<file path="src/rtl/aclk_multi_alarm.sv">
// rtl/aclk_multi_alarm.sv - BCD time of day with NUM_ALARMS ring/stop/snooze channels
// Optional: ACLK_RING_TIMEOUT_EN returns a ringing channel to ARMED after 60 unattended ticks.
module aclk_multi_alarm #(
  parameter int TICKS_PER_SEC = 10,
  parameter int NUM_ALARMS    = 4,
  parameter int SNOOZE_MIN    = 5,
  localparam int SELW = (NUM_ALARMS > 1) ? $clog2(NUM_ALARMS) : 1
) (
  input  logic                  clk,
  input  logic                  reset,
  input  logic [1:0]            H_in1,
  input  logic [3:0]            H_in0,
  input  logic [3:0]            M_in1,
  input  logic [3:0]            M_in0,
  input  logic                  LD_time,
  input  logic                  LD_alarm,
  input  logic [SELW-1:0]       alarm_sel,
  input  logic                  alarm_arm,
  input  logic                  stop_al,
  input  logic                  snooze,
  output logic [1:0]            H_out1,
  output logic [3:0]            H_out0,
  output logic [3:0]            M_out1,
  output logic [3:0]            M_out0,
  output logic [3:0]            S_out1,
  output logic [3:0]            S_out0,
  output logic [NUM_ALARMS-1:0] alarm,
  output logic                  alarm_any,
  output logic                  err
);

  localparam int PW = (TICKS_PER_SEC > 1) ? $clog2(TICKS_PER_SEC) : 1;
  localparam logic [3:0] L_A0 = 4'(SNOOZE_MIN % 10);
  localparam logic [3:0] L_C0 = 4'(10 - (SNOOZE_MIN % 10));
  localparam logic [3:0] L_A1 = 4'(SNOOZE_MIN / 10);
  localparam logic [3:0] L_C1 = 4'(6 - (SNOOZE_MIN / 10));

  typedef enum logic [1:0] {S_DISARMED, S_ARMED, S_RINGING, S_SNOOZED} state_t;

  function automatic logic [5:0] hour_inc(input logic [1:0] h1, input logic [3:0] h0);
    if (h1 == 2'd2 && h0 == 4'd3) return 6'd0;
    else if (h0 == 4'd9)          return {h1 + 2'd1, 4'd0};
    else                          return {h1, h0 + 4'd1};
  endfunction

  function automatic logic bcd_ok(input logic [1:0] h1, input logic [3:0] h0,
                                  input logic [3:0] m1, input logic [3:0] m0);
    return (h0 <= 4'd9) && (m1 <= 4'd5) && (m0 <= 4'd9) &&
           ((h1 < 2'd2) || (h1 == 2'd2 && h0 <= 4'd3));
  endfunction

  logic [PW-1:0] r_presc;
  logic [1:0]    r_h1;
  logic [3:0]    r_h0, r_m1, r_m0, r_s1, r_s0;
  logic          r_upd, r_err;
  state_t        r_state [NUM_ALARMS];
  state_t        w_next  [NUM_ALARMS];
  logic [1:0]    r_al_h1 [NUM_ALARMS];
  logic [3:0]    r_al_h0 [NUM_ALARMS];
  logic [3:0]    r_al_m1 [NUM_ALARMS];
  logic [3:0]    r_al_m0 [NUM_ALARMS];
  logic [1:0]    r_sz_h1 [NUM_ALARMS];
  logic [3:0]    r_sz_h0 [NUM_ALARMS];
  logic [3:0]    r_sz_m1 [NUM_ALARMS];
  logic [3:0]    r_sz_m0 [NUM_ALARMS];
`ifdef ACLK_RING_TIMEOUT_EN
  logic [5:0]    r_tmo   [NUM_ALARMS];
`endif

  logic       w_tick, w_time_ok, w_al_ok, w_ld_time, w_ld_al, w_on_min;
  logic       w_c0, w_c1;
  logic [3:0] w_m1c, w_snz_m0, w_snz_m1, w_snz_h0;
  logic [1:0] w_snz_h1;

  assign w_tick    = (r_presc == PW'(TICKS_PER_SEC - 1));
  assign w_time_ok = bcd_ok(H_in1, H_in0, M_in1, M_in0);
  assign w_al_ok   = w_time_ok && (int'(alarm_sel) < NUM_ALARMS);
  assign w_ld_time = LD_time && w_time_ok;
  assign w_ld_al   = LD_alarm && w_al_ok;
  assign w_on_min  = r_upd && (r_s1 == 4'd0) && (r_s0 == 4'd0);

  // Snooze target: BCD minute add with carry into hours, thresholds folded into constants.
  assign w_c0     = (r_m0 >= L_C0);
  assign w_snz_m0 = w_c0 ? r_m0 - L_C0 : r_m0 + L_A0;
  assign w_m1c    = r_m1 + {3'd0, w_c0};
  assign w_c1     = (w_m1c >= L_C1);
  assign w_snz_m1 = w_c1 ? w_m1c - L_C1 : w_m1c + L_A1;
  assign {w_snz_h1, w_snz_h0} = w_c1 ? hour_inc(r_h1, r_h0) : {r_h1, r_h0};

  always_ff @(posedge clk or posedge reset) begin
    if (reset) begin
      r_presc <= '0;
      r_h1 <= '0; r_h0 <= '0; r_m1 <= '0; r_m0 <= '0; r_s1 <= '0; r_s0 <= '0;
      r_upd <= 1'b0;
      r_err <= 1'b0;
    end else begin
      r_upd <= w_ld_time | w_tick;
      r_err <= (LD_time & ~w_time_ok) | (LD_alarm & ~w_al_ok);
      if (w_ld_time) begin
        r_presc <= '0;
        r_h1 <= H_in1; r_h0 <= H_in0; r_m1 <= M_in1; r_m0 <= M_in0;
        r_s1 <= '0;    r_s0 <= '0;
      end else begin
        r_presc <= w_tick ? '0 : r_presc + PW'(1);
        if (w_tick) begin
          if (r_s0 != 4'd9) r_s0 <= r_s0 + 4'd1;
          else begin
            r_s0 <= '0;
            if (r_s1 != 4'd5) r_s1 <= r_s1 + 4'd1;
            else begin
              r_s1 <= '0;
              if (r_m0 != 4'd9) r_m0 <= r_m0 + 4'd1;
              else begin
                r_m0 <= '0;
                if (r_m1 != 4'd5) r_m1 <= r_m1 + 4'd1;
                else begin
                  r_m1 <= '0;
                  {r_h1, r_h0} <= hour_inc(r_h1, r_h0);
                end
              end
            end
          end
        end
      end
    end
  end

  // stop_al also suppresses a same-cycle match so a stopped channel stays quiet.
  always_comb begin
    for (int i = 0; i < NUM_ALARMS; i++) begin
      w_next[i] = r_state[i];
      if (w_ld_al && int'(alarm_sel) == i) begin
        w_next[i] = alarm_arm ? S_ARMED : S_DISARMED;
      end else begin
        case (r_state[i])
          S_ARMED:
            if (!stop_al && w_on_min && r_h1 == r_al_h1[i] && r_h0 == r_al_h0[i] &&
                r_m1 == r_al_m1[i] && r_m0 == r_al_m0[i])
              w_next[i] = S_RINGING;
          S_RINGING:
            if (stop_al)     w_next[i] = S_ARMED;
            else if (snooze) w_next[i] = S_SNOOZED;
`ifdef ACLK_RING_TIMEOUT_EN
            else if (w_tick && r_tmo[i] == 6'd59) w_next[i] = S_ARMED;
`endif
          S_SNOOZED:
            if (stop_al) w_next[i] = S_ARMED;
            else if (w_on_min && r_h1 == r_sz_h1[i] && r_h0 == r_sz_h0[i] &&
                     r_m1 == r_sz_m1[i] && r_m0 == r_sz_m0[i])
              w_next[i] = S_RINGING;
          default: ;
        endcase
      end
    end
  end

  always_ff @(posedge clk or posedge reset) begin
    if (reset) begin
      for (int i = 0; i < NUM_ALARMS; i++) begin
        r_state[i] <= S_DISARMED;
        r_al_h1[i] <= '0; r_al_h0[i] <= '0; r_al_m1[i] <= '0; r_al_m0[i] <= '0;
        r_sz_h1[i] <= '0; r_sz_h0[i] <= '0; r_sz_m1[i] <= '0; r_sz_m0[i] <= '0;
`ifdef ACLK_RING_TIMEOUT_EN
        r_tmo[i]   <= '0;
`endif
      end
    end else begin
      for (int i = 0; i < NUM_ALARMS; i++) begin
        r_state[i] <= w_next[i];
        if (w_ld_al && int'(alarm_sel) == i) begin
          r_al_h1[i] <= H_in1; r_al_h0[i] <= H_in0; r_al_m1[i] <= M_in1; r_al_m0[i] <= M_in0;
        end
        if (r_state[i] == S_RINGING && w_next[i] == S_SNOOZED) begin
          r_sz_h1[i] <= w_snz_h1; r_sz_h0[i] <= w_snz_h0;
          r_sz_m1[i] <= w_snz_m1; r_sz_m0[i] <= w_snz_m0;
        end
`ifdef ACLK_RING_TIMEOUT_EN
        if (w_next[i] == S_RINGING && r_state[i] != S_RINGING) r_tmo[i] <= '0;
        else if (r_state[i] == S_RINGING && w_tick)            r_tmo[i] <= r_tmo[i] + 6'd1;
`endif
      end
    end
  end

  always_comb begin
    alarm = '0;
    for (int i = 0; i < NUM_ALARMS; i++) alarm[i] = (r_state[i] == S_RINGING);
  end

  assign alarm_any = |alarm;
  assign err       = r_err;
  assign H_out1 = r_h1;
  assign H_out0 = r_h0;
  assign M_out1 = r_m1;
  assign M_out0 = r_m0;
  assign S_out1 = r_s1;
  assign S_out0 = r_s0;

endmodule

</file>
<file path="config.mk">
export PLATFORM = sky130hd
export DESIGN_NAME = aclk_multi_alarm
export DESIGN_NICKNAME = d
export VERILOG_FILES = /design/src/rtl/aclk_multi_alarm.sv
export SDC_FILE = /design/constraint.sdc
export NUM_CORES = 1
export LEC_CHECK = 0
export CORE_MARGIN = 2
export CORE_UTILIZATION = 40
export DETAILED_ROUTE_END_ITERATION = 12
export PLACE_DENSITY_LB_ADDON = 0.08
export SETUP_SLACK_MARGIN = 0.05
export SLEW_MARGIN = 20
export SYNTH_ARGS = -nofsm -noshare
export SYNTH_HDL_FRONTEND = slang
export SYNTH_SLANG_ARGS = --single-unit
</file>
<file path="constraint.sdc">
create_clock -name clk -period 4.4 [get_ports clk]
set_input_delay 0.44 -clock clk [delete_from_list [all_inputs] [get_ports clk]]
set_output_delay 0.44 -clock clk [all_outputs]
set_load 0.05 [all_outputs]
</file>
==> results.py, run 1 <==
metrics = {
    "clock_tree": {
        "clockBufferDepth": 2,
        "cts_root_buf": "clkbuf_16",
        "path_clk_slew_ns": 0.06,
        "hold_buffers": 0,
        "htree_levels": 4,
        "post_cts_buffers": 0,
        "worstSkewPairLatency_ns": 0.42,
        "cts_buffers": 17,
        "post_cts_resized": 0,
        "clock-sinks": 148,
        "tritoncts": "built",
    },
    "synth": {
        "syn-cell-area_um2": 7901,
        "ys_ff_latch": 148,
        "ys.warnings.count": 0,
        "synth_edf_count": 0,
        "netlist_instances": 802,
        "avgSynthCellArea_um2": 9.852,
        "synthDistinctLibCells": 50,
        "yosysTopAreaCell": "dfrtp_1",
        "synth_ff_type": "dfrtp_1",
        "synthMuxAreaShare_pct": 7.553,
        "yosys.area_share.simple_pct": 16.71,
        "yosysSeqAreaShare_pct": 46.87,
        "yosysTopAreaCellShare_pct": 46.87,
        "synthAdderAreaFrac_pct": 2.375,
        "yosys.area_share.xor_xnor_pct": 13.63,
        "async_reset_ff_share_pct": 100.0,
        "synth_common_cells": "148 x dfrtp_1, 119 x nand2_1, 114 x xor2_1",
        "netlist_top_cells_area": "dfrtp_1 47%, xor2_1 13%, mux2_2 6.4%, nand2_1 5.7%, o21ai_0 4.5%",
        "synth_most_common_cell": "dfrtp_1",
        "synth_top_family_by_area": "simple AND/OR/NAND/NOR gates",
        "syn_nets": 840,
        "synth_compound_area_share_pct": 8.551,
    },
    "setup_path": {
        "cp.arrival_ns": 3.59,
        "cp_max_fo": 19,
        "crit_cells": 8,
        "cp.required_ns": 4.68,
        "worst-setup-path-type": "reg2reg",
        "crit_start": "M_out0[2]",
        "r2r_start": "M_out0[2]",
        "cpPeakStageDelay_ns": 1.02,
        "crit_family": "flip-flops",
        "path_cells": "a21oi_1, inv_1, ha_1, nand3_1, xor2_1, nand2_1, mux2i_1, o21ai_0",
        "end_kind": "flop",
        "reg2reg_depth": 8,
        "cpMaxStageDelayCell": "dfrtp_1",
        "worstSetupEndpoint": "r_sz_h0[15]",
        "start_kind": "flop",
        "r2r_setup_slack_ns": 1.09,
        "crit_buf_inv": 1,
        "r2r_end": "r_sz_h0[15]",
    },
    "timing": {
        "drv_slew": 0,
        "timing.final.crit_share_pct": 75.13,
        "setup_viol": 0,
        "relSlewSlack_pct": 32.08,
        "hold-worst-slack_ns": 0.4927,
        "tightest_slew_ns": 1.019,
        "fmax_ghz": 0.3025,
        "hold_violations": 0,
        "period_needed_ns": 3.306,
        "rsz0062_at_grt": "false",
        "finalClockSkew_ns": 0.01293,
        "fin_tns_setup_ns": 0,
    },
    "global_route": {
        "grt_start_max_net_pins": 149,
        "grt_pass1_wl_um": 34620,
        "overflow": 0,
        "grt_util_all_layers_pct": 22.52,
        "grt_pass1_vias": 5813,
        "grt_antenna_before_repair": 0,
    },
    "final_layout": {
        "final_util_pct": 47.59,
        "area_growth_syn_to_layout_pct": 16.85,
        "drive_gt1_share_pct": 11.78,
        "nFillCells": 1842,
        "multi_input_area_um2": 3857,
        "seq_area_um2": 3704,
        "diodes": 0,
        "finalNetCount": 875,
    },
    "floorplan": {
        "dieArea_um2": 20890,
        "core_area_um2": 19400,
        "io_pins": 51,
        "die_h_um": 144.5,
        "rows": 51,
        "die_width_um": 144.5,
        "start_util_pct": 40.73,
    },
    "route": {
        "ant_nets": 0,
        "wirelength_um": 22320,
        "top_layer_used": "met4",
        "dr.pass1.iters": 5,
        "remaining_drc_errors": 0,
        "vias": 5913,
        "wl_met3_um": 876,
        "wl_met1_um": 11320,
        "viasPerCell": 5.308,
        "wl_per_cell_um": 20.03,
        "drt_iter0_drc": 394,
        "wl_met2_um": 9715,
    },
    "job": {
        "cap_violations": 0,
    },
    "place": {
        "io_buffers": 50,
        "hpwl_um": 15180,
        "gp_congestion": 0.8210,
    },
    "worst_hold_path": {
        "hp-class": "reg2reg",
        "holdCritStartpoint": "r_presc[0]",
    },
    "pwr": {
        "power.leakage_nw": 4.293,
        "pwr_density_cell_nw_per_um2": 553.2,
        "vdd_ir_drop_max_mv": 0.3496,
    },
    "status": {
        "outcome": "finished, final reports clean",
    },
}
## registers in the layout, indices dropped and copies added (netlist names)
name / flops
H_out0: 4
H_out1: 2
M_out0: 4
M_out1: 4
S_out0: 4
S_out1: 4
err: 1
r_al_h0: 16
r_al_h1: 8
r_al_m0: 16
r_al_m1: 16
r_presc: 4
r_state: 8
r_sz_h0: 16
r_sz_h1: 8
r_sz_m0: 16
r_sz_m1: 16
r_upd: 1
## cell families (layout without fill, tap and decap cells)
group           after synthesis  after routing
fa+ha+maj                    15             15
compound gates              121            121
buf+inv                      69            116
simple gates                272            272
xor+xnor                    123            123
flops                       148            148
mux                          54             54
## metrics by stage
step           total power [mW]  cells  setup WS, ns  area (um2)
2_1_floorplan             2.964    802         1.094        7905
3_3_place_gp              3.487   1083         1.011        8586
3_5_place_dp              3.509   1083        0.9692        8586
4_1_cts                   5.141   1114         1.116        9233
5_1_grt                   5.389   1114        0.8124        9233
6_report                  5.108   1114         1.094        9233
## cells in the final DEF (no fill, tap or decap), types with 3 or more instances in the layout
| cell | instances |
|---|---|
| buf_4 | 11 |
| o21a_1 | 3 |
| bufinv_16 | 5 |
| clkbuf_16 | 17 |
| o22ai_1 | 5 |
| nor2_1 | 38 |
| nand4_1 | 12 |
| nand3b_1 | 7 |
| a21oi_1 | 22 |
| clkinvlp_4 | 4 |
| xnor2_1 | 9 |
| inv_1 | 22 |
| mux2i_1 | 9 |
| xor2_1 | 114 |
| o21ai_0 | 71 |
| a31oi_1 | 7 |
| and3b_1 | 4 |
| ha_1 | 15 |
| and2_1 | 3 |
| nand2b_1 | 7 |
| nand2_1 | 119 |
| nor3_1 | 15 |
| nor2b_1 | 9 |
| clkdlybuf4s50_1 | 50 |
| nor4_1 | 25 |
| o21ai_2 | 3 |
| mux2_2 | 45 |
| dfrtp_1 | 148 |
| nand3_1 | 15 |
## how the worst min path moves through the flow
stage / endpoint / slack (ns) / cells past startpoint
floorplan: r_presc[0] / 0.46 / 1
global placement: r_presc[0] / 0.48 / 1
detailed placement: r_al_m1[14] / 0.48 / 2
CTS: r_presc[0] / 0.50 / 1
global route: r_sz_h0[10] / 0.52 / 2
finish: r_presc[0] / 0.49 / 1
## layout make-up
cell class / instances / share of cell area (%)
clock buffers: 19 / 4.797
clock inverters: 12 / 2.209
inverters: 23 / 0.9757
multi-input cells: 585 / 41.78
flip-flops and latches: 148 / 40.11
well taps: 265 / 3.591
repair buffers: 62 / 6.532
## power breakdown
group / total, mW / internal, mW / switching, mW
clock: 1.61 / 1.02 / 0.590
combinational: 1.54 / 0.603 / 0.937
sequential: 1.96 / 1.58 / 0.380
## layer usage
metal / global-route usage, % / vias to the layer above
met5: 0 / -
met1: 33.58 / 2953
met3: 4.901 / 25
li1: - / 2792
met4: 6.387 / 0
met2: 32.85 / 143
Power figures use the tool's default switching activity.
==> inputs of run 2 (changes only) <==
==> constraint.sdc (replaced) <==
create_clock -name clk -period 3.42 [get_ports clk]
set_input_delay 0.342 -clock clk [delete_from_list [all_inputs] [get_ports clk]]
set_output_delay 0.342 -clock clk [all_outputs]
set_load 0.05 [all_outputs]
==> run 2 against run 1 <==
Compared with the run above: design area increased by 1.4%; worst hold slack worse by 0.013 ns; core utilization increased by 0.66 points; critical path type unchanged.
==> results.py, run 2 (synthesized netlist as in run 1, its figures left out) <==
metrics = {
    "place": {
        "pre_cts_ws_ns": 0.4262,
        "io_buffers": 50,
        "gp_congestion": 0.8327,
        "dp.cells": 1098,
        "hpwl_um": 16000,
    },
    "floorplan": {
        "io_pins": 51,
        "die_h_um": 144.5,
        "core_area_um2": 19400,
        "rows": 51,
        "die_width_um": 144.5,
        "start_util_pct": 40.73,
        "dieArea_um2": 20890,
    },
    "clock_tree": {
        "tritoncts": "built",
        "path_clk_slew_ns": 0.06,
        "cts_root_buf": "clkbuf_16",
        "hold_buffers": 0,
        "worstSkewPairLatency_ns": 0.42,
        "cts_buffers": 17,
        "post_cts_resized": 0,
        "post_cts_buffers": 0,
        "clock-sinks": 148,
        "clockBufferDepth": 2,
        "htree_levels": 4,
    },
    "setup_path": {
        "cp_max_fo": 6,
        "cpPeakStageDelay_ns": 0.44,
        "path_cells": "ha_1, nand2b_1, a21oi_1, inv_1, ha_1, nand3_1, xor2_1, nand2_1, a32oi_1, o21ai_0",
        "cp.arrival_ns": 3.27,
        "crit_cells": 10,
        "crit_family": "compound AO/OA/AOI/OAI gates",
        "reg2reg_depth": 10,
        "crit_top_cell": "ha_1",
        "worst-setup-path-type": "reg2reg",
        "cp.required_ns": 3.70,
        "cpMaxStageDelayCell": "a32oi_1",
        "end_kind": "flop",
        "crit_buf_inv": 1,
        "start_kind": "flop",
    },
    "global_route": {
        "grt_pass1_vias": 6006,
        "grt_pass1_wl_um": 35420,
        "grt_start_max_net_pins": 42,
        "grt_util_all_layers_pct": 23.08,
        "grt_antenna_before_repair": 1,
        "overflow": 0,
    },
    "route": {
        "vias": 6008,
        "drt_iter0_drc": 406,
        "dr.pass1.iters": 4,
        "ant_nets": 0,
        "wirelength_um": 22920,
        "wl_per_cell_um": 20.28,
        "viasPerCell": 5.317,
        "remaining_drc_errors": 0,
    },
    "pwr": {
        "combPwrFrac_pct": 31.8,
        "vdd_ir_drop_max_mv": 0.5268,
        "seqPwrFrac_pct": 37.3,
        "internal-power_mw": 4.078,
        "p_sw_mw": 2.457,
        "power.share.switching_pct": 37.60,
        "p_clk_share_pct": 30.8,
        "pwr_density_cell_nw_per_um2": 698.2,
        "power.leakage_nw": 4.368,
    },
    "timing": {
        "tightest_slew_ns": 0.9829,
        "hold_violations": 0,
        "finalClockSkew_ns": 0.009214,
        "timing.final.crit_share_pct": 87.31,
        "fin_tns_setup_ns": 0,
        "period_needed_ns": 2.986,
        "relSlewSlack_pct": 34.34,
        "rsz0062_at_grt": "false",
        "drv_slew": 0,
        "setup_viol": 0,
        "fmax_ghz": 0.3349,
        "setup_slack_ns": 0.4340,
    },
    "job": {
        "cap_violations": 0,
    },
    "final_layout": {
        "final_util_pct": 48.25,
        "instances_no_fill": 1130,
        "drive_gt1_share_pct": 13.29,
        "area_growth_syn_to_layout_pct": 18.46,
        "finalNetCount": 890,
        "final_common_cell": "dfrtp_1",
        "final_cell_mix": "148 x dfrtp_1, 119 x nand2_1, 114 x xor2_1",
        "diodes": 0,
    },
    "status": {
        "outcome": "finished, final reports clean",
    },
    "worst_hold_path": {
        "hp-class": "in2async",
    },
}
## run 2: changes by cell type in the layout (fill, tap and decap cells not counted), sizes merged
cell and delta:
buf +15, bufinv -1, clkbuf +1, clkinvlp +1
## run 2: final timing paths
check | startpoint | end | slack, ns
max in group asynchronous | reset | M_out1[3] | 2.20
worst max-delay path | M_out0[0] | r_sz_h1[7] | 0.43
worst min register to register | r_sz_m1[1] | r_sz_m1[1] | 0.49
worst max register to register | M_out0[0] | r_sz_h1[7] | 0.43
worst min-delay path | reset | r_sz_m0[4] | 0.48
min in group clk | r_sz_m1[1] | r_sz_m1[1] | 0.49
## run 2: metrics by stage
stage	power, mW	hold WS, ns	instance area [um2]
6_report	6.536	0.4792	9360
5_1_grt	6.886	0.5243	9360
4_1_cts	6.566	0.4985	9360
3_5_place_dp	4.532	0.4852	8736
3_3_place_gp	4.496	0.4741	8736
2_1_floorplan	3.814	0.4474	7905
## run 2: final cells by class
| class | instances | area [um2] |
|---|---|---|
| clock buffer | 20 | 446.7 |
| clock inverter | 12 | 177.7 |
| fill | 1812 | 10040 |
| inverter | 23 | 90.09 |
| multi-input combinational | 585 | 3857 |
| sequential | 148 | 3704 |
| tap | 265 | 331.6 |
| timing repair buffer | 77 | 753.2 |
## run 2: power groups by stage
stage / Sequential, mW / Clock, mW / Combinational [mW]
floorplan: 2.53 / 0 / 1.28
global route: 2.48 / 2.13 / 2.27
detailed placement: 2.47 / 0 / 2.07
finish: 2.44 / 2.01 / 2.08
global placement: 2.46 / 0 / 2.04
CTS: 2.44 / 2.05 / 2.08
## run 2: per-layer routing
layer | global-route usage (%) | part of all wire [%] | vias to the layer above
li1 | - | - | 2815
met3 | 6.424 | 7.3 | 22
met1 | 32.71 | 46 | 2974
met4 | 5.876 | 1.3 | 0
met2 | 34.95 | 45 | 197
met5 | 0 | 0 | -
==> inputs of run 3 (changes only) <==
==> constraint.sdc (replaced) <==
create_clock -name clk -period 3.9 [get_ports clk]
set_input_delay 0.39 -clock clk [delete_from_list [all_inputs] [get_ports clk]]
set_output_delay 0.39 -clock clk [all_outputs]
set_load 0.05 [all_outputs]
==> run 3 against run 2 <==
Compared with the run above: power shrank 14%; count of clock-buffer cells in the layout is the same; worst hold slack lost 0.18 ns; global-route usage shrank 0.17 points; sequential cell count is the same.
==> results.py, run 3 (synthesized netlist as in run 1, its figures left out) <==
metrics = {
    "final_layout": {
        "multi_input_area_um2": 3857,
        "finalNetCount": 885,
        "final_area_um2": 9253,
        "final_cell_mix": "148 x dfrtp_1, 119 x nand2_1, 114 x xor2_1",
        "seq_area_um2": 3704,
        "diodes": 0,
        "nFillCells": 1889,
        "area_growth_syn_to_layout_pct": 17.10,
        "final_common_cell": "dfrtp_1",
        "drive_gt1_share_pct": 12.67,
        "final_util_pct": 47.70,
    },
    "floorplan": {
        "io_pins": 51,
        "dieArea_um2": 20890,
        "die_h_um": 144.5,
        "core_area_um2": 19400,
        "rows": 51,
        "start_util_pct": 40.73,
        "die_width_um": 144.5,
    },
    "timing": {
        "period_needed_ns": 3.109,
        "fin_tns_setup_ns": 0,
        "setup_viol": 0,
        "hold_violations": 0,
        "drv_slew": 0,
        "relSlewSlack_pct": 37.23,
        "tightest_slew_ns": 0.9416,
        "fmax_ghz": 0.3217,
        "rsz0062_at_grt": "false",
        "finalClockSkew_ns": 0.01815,
        "setup_slack_ns": 0.7914,
        "timing.final.crit_share_pct": 79.71,
    },
    "pwr": {
        "total_power_mw": 5.649,
        "combPwrFrac_pct": 31.9,
        "pwr_density_cell_nw_per_um2": 610.6,
        "p_clk_share_pct": 29.8,
        "vdd_ir_drop_max_mv": 0.3944,
        "power.share.switching_pct": 38.48,
        "seqPwrFrac_pct": 38.3,
        "power.leakage_nw": 4.320,
        "internal-power_mw": 3.476,
        "p_sw_mw": 2.174,
    },
    "clock_tree": {
        "path_clk_slew_ns": 0.06,
        "post_cts_resized": 0,
        "clock-sinks": 148,
        "hold_buffers": 0,
        "htree_levels": 4,
        "tritoncts": "built",
        "worstSkewPairLatency_ns": 0.44,
        "post_cts_buffers": 0,
        "cts_root_buf": "clkbuf_16",
        "clockBufferDepth": 2,
        "cts_buffers": 17,
    },
    "setup_path": {
        "r2r_setup_slack_ns": 0.79,
        "cp.required_ns": 4.18,
        "cp_max_fo": 6,
        "start_kind": "flop",
        "path_cells": "ha_1, nand2b_1, a21oi_1, inv_1, ha_1, ha_1, xor2_1, ha_1, o21ai_0, o21ai_0",
        "crit_top_cell": "ha_1",
        "cpPeakStageDelay_ns": 0.64,
        "crit_family": "compound AO/OA/AOI/OAI gates",
        "end_kind": "flop",
        "worst-setup-path-type": "reg2reg",
        "crit_buf_inv": 1,
        "cp.arrival_ns": 3.39,
        "cpMaxStageDelayCell": "o21ai_0",
    },
    "worst_hold_path": {
        "hp-class": "in2async",
    },
    "route": {
        "vias": 5949,
        "wl_per_cell_um": 20.18,
        "dr.pass1.iters": 5,
        "viasPerCell": 5.288,
        "remaining_drc_errors": 0,
        "ant_nets": 0,
        "wirelength_um": 22700,
        "drt_iter0_drc": 431,
    },
    "place": {
        "hpwl_um": 15760,
        "placed_cell_area_um2": 8661,
        "pre_cts_ws_ns": 0.7621,
        "io_buffers": 50,
        "gp_congestion": 0.8803,
    },
    "global_route": {
        "grt_pass1_vias": 5881,
        "overflow": 0,
        "grt_pass1_wl_um": 35100,
        "grt_util_all_layers_pct": 22.91,
        "grt_start_max_net_pins": 101,
        "grt_antenna_before_repair": 1,
    },
    "status": {
        "outcome": "finished, final reports clean",
    },
    "job": {
        "cap_violations": 0,
    },
}
## run 3: cell types whose count changed in the layout (fill, tap and decap cells not counted), sizes merged
cell | previous run | this run
buf | 27 | 22
bufinv | 4 | 3
clkinvlp | 5 | 3
clkinv | 3 | 6
## run 3: per-stage QoR
stage,instances,hold WS (ns)
after floorplan,802,0.4600
after global placement,1093,0.4729
after detailed placement,1093,0.4872
after CTS,1125,0.3088
after global routing,1125,0.3298
final,1125,0.3026
## run 3: layout make-up
cell class / instances / area share, %
Sequential cell: 148 / 40.03
Tap cell: 265 / 3.584
Inverter: 23 / 0.9736
Clock inverter: 12 / 1.677
Timing Repair Buffer: 72 / 7.329
Clock buffer: 20 / 4.719
Multi-Input combinational cell: 585 / 41.69
## run 3: power groups by stage
stage               Sequential (mW)  Clock, mW  Combinational, mW
finish                         2.17       1.68               1.80
global route                   2.20       1.77               1.97
CTS                            2.16       1.70               1.81
detailed placement             2.19          0               1.80
global placement               2.18          0               1.78
floorplan                      2.22          0               1.12
## run 3: worst paths after layout
path / cells past startpoint / end / startpoint
min in group clk: 1 / r_presc[0] / r_presc[0]
hold / removal: 2 / r_sz_m0[14] / reset
hold reg to reg: 1 / r_presc[0] / r_presc[0]
setup / recovery: 10 / r_sz_m1[10] / M_out0[0]
max in group asynchronous: 3 / r_al_m0[10] / reset
setup reg to reg: 10 / r_sz_m1[10] / M_out0[0]
## run 3: per-layer routing
metal / wire [um] / global-route usage [%] / share of wire [%]
met3: 1070 / 4.238 / 4.7
met4: 229 / 5.468 / 1.0
met1: 11120 / 33.51 / 49
met2: 10280 / 35.27 / 45
met5: 0 / 0 / 0
## run 3: worst reg2reg max path, delay by kind of cell, from the launching register on
| kind | cells | cell delay [ns] |
|---|---|---|
| simple gates | 1 | 0.16 |
| fa+ha+maj | 4 | 0.93 |
| compound gates | 3 | 1.11 |
| flops | 1 | 0.43 |
| buf+inv | 1 | 0.09 |
| xor+xnor | 1 | 0.23 |
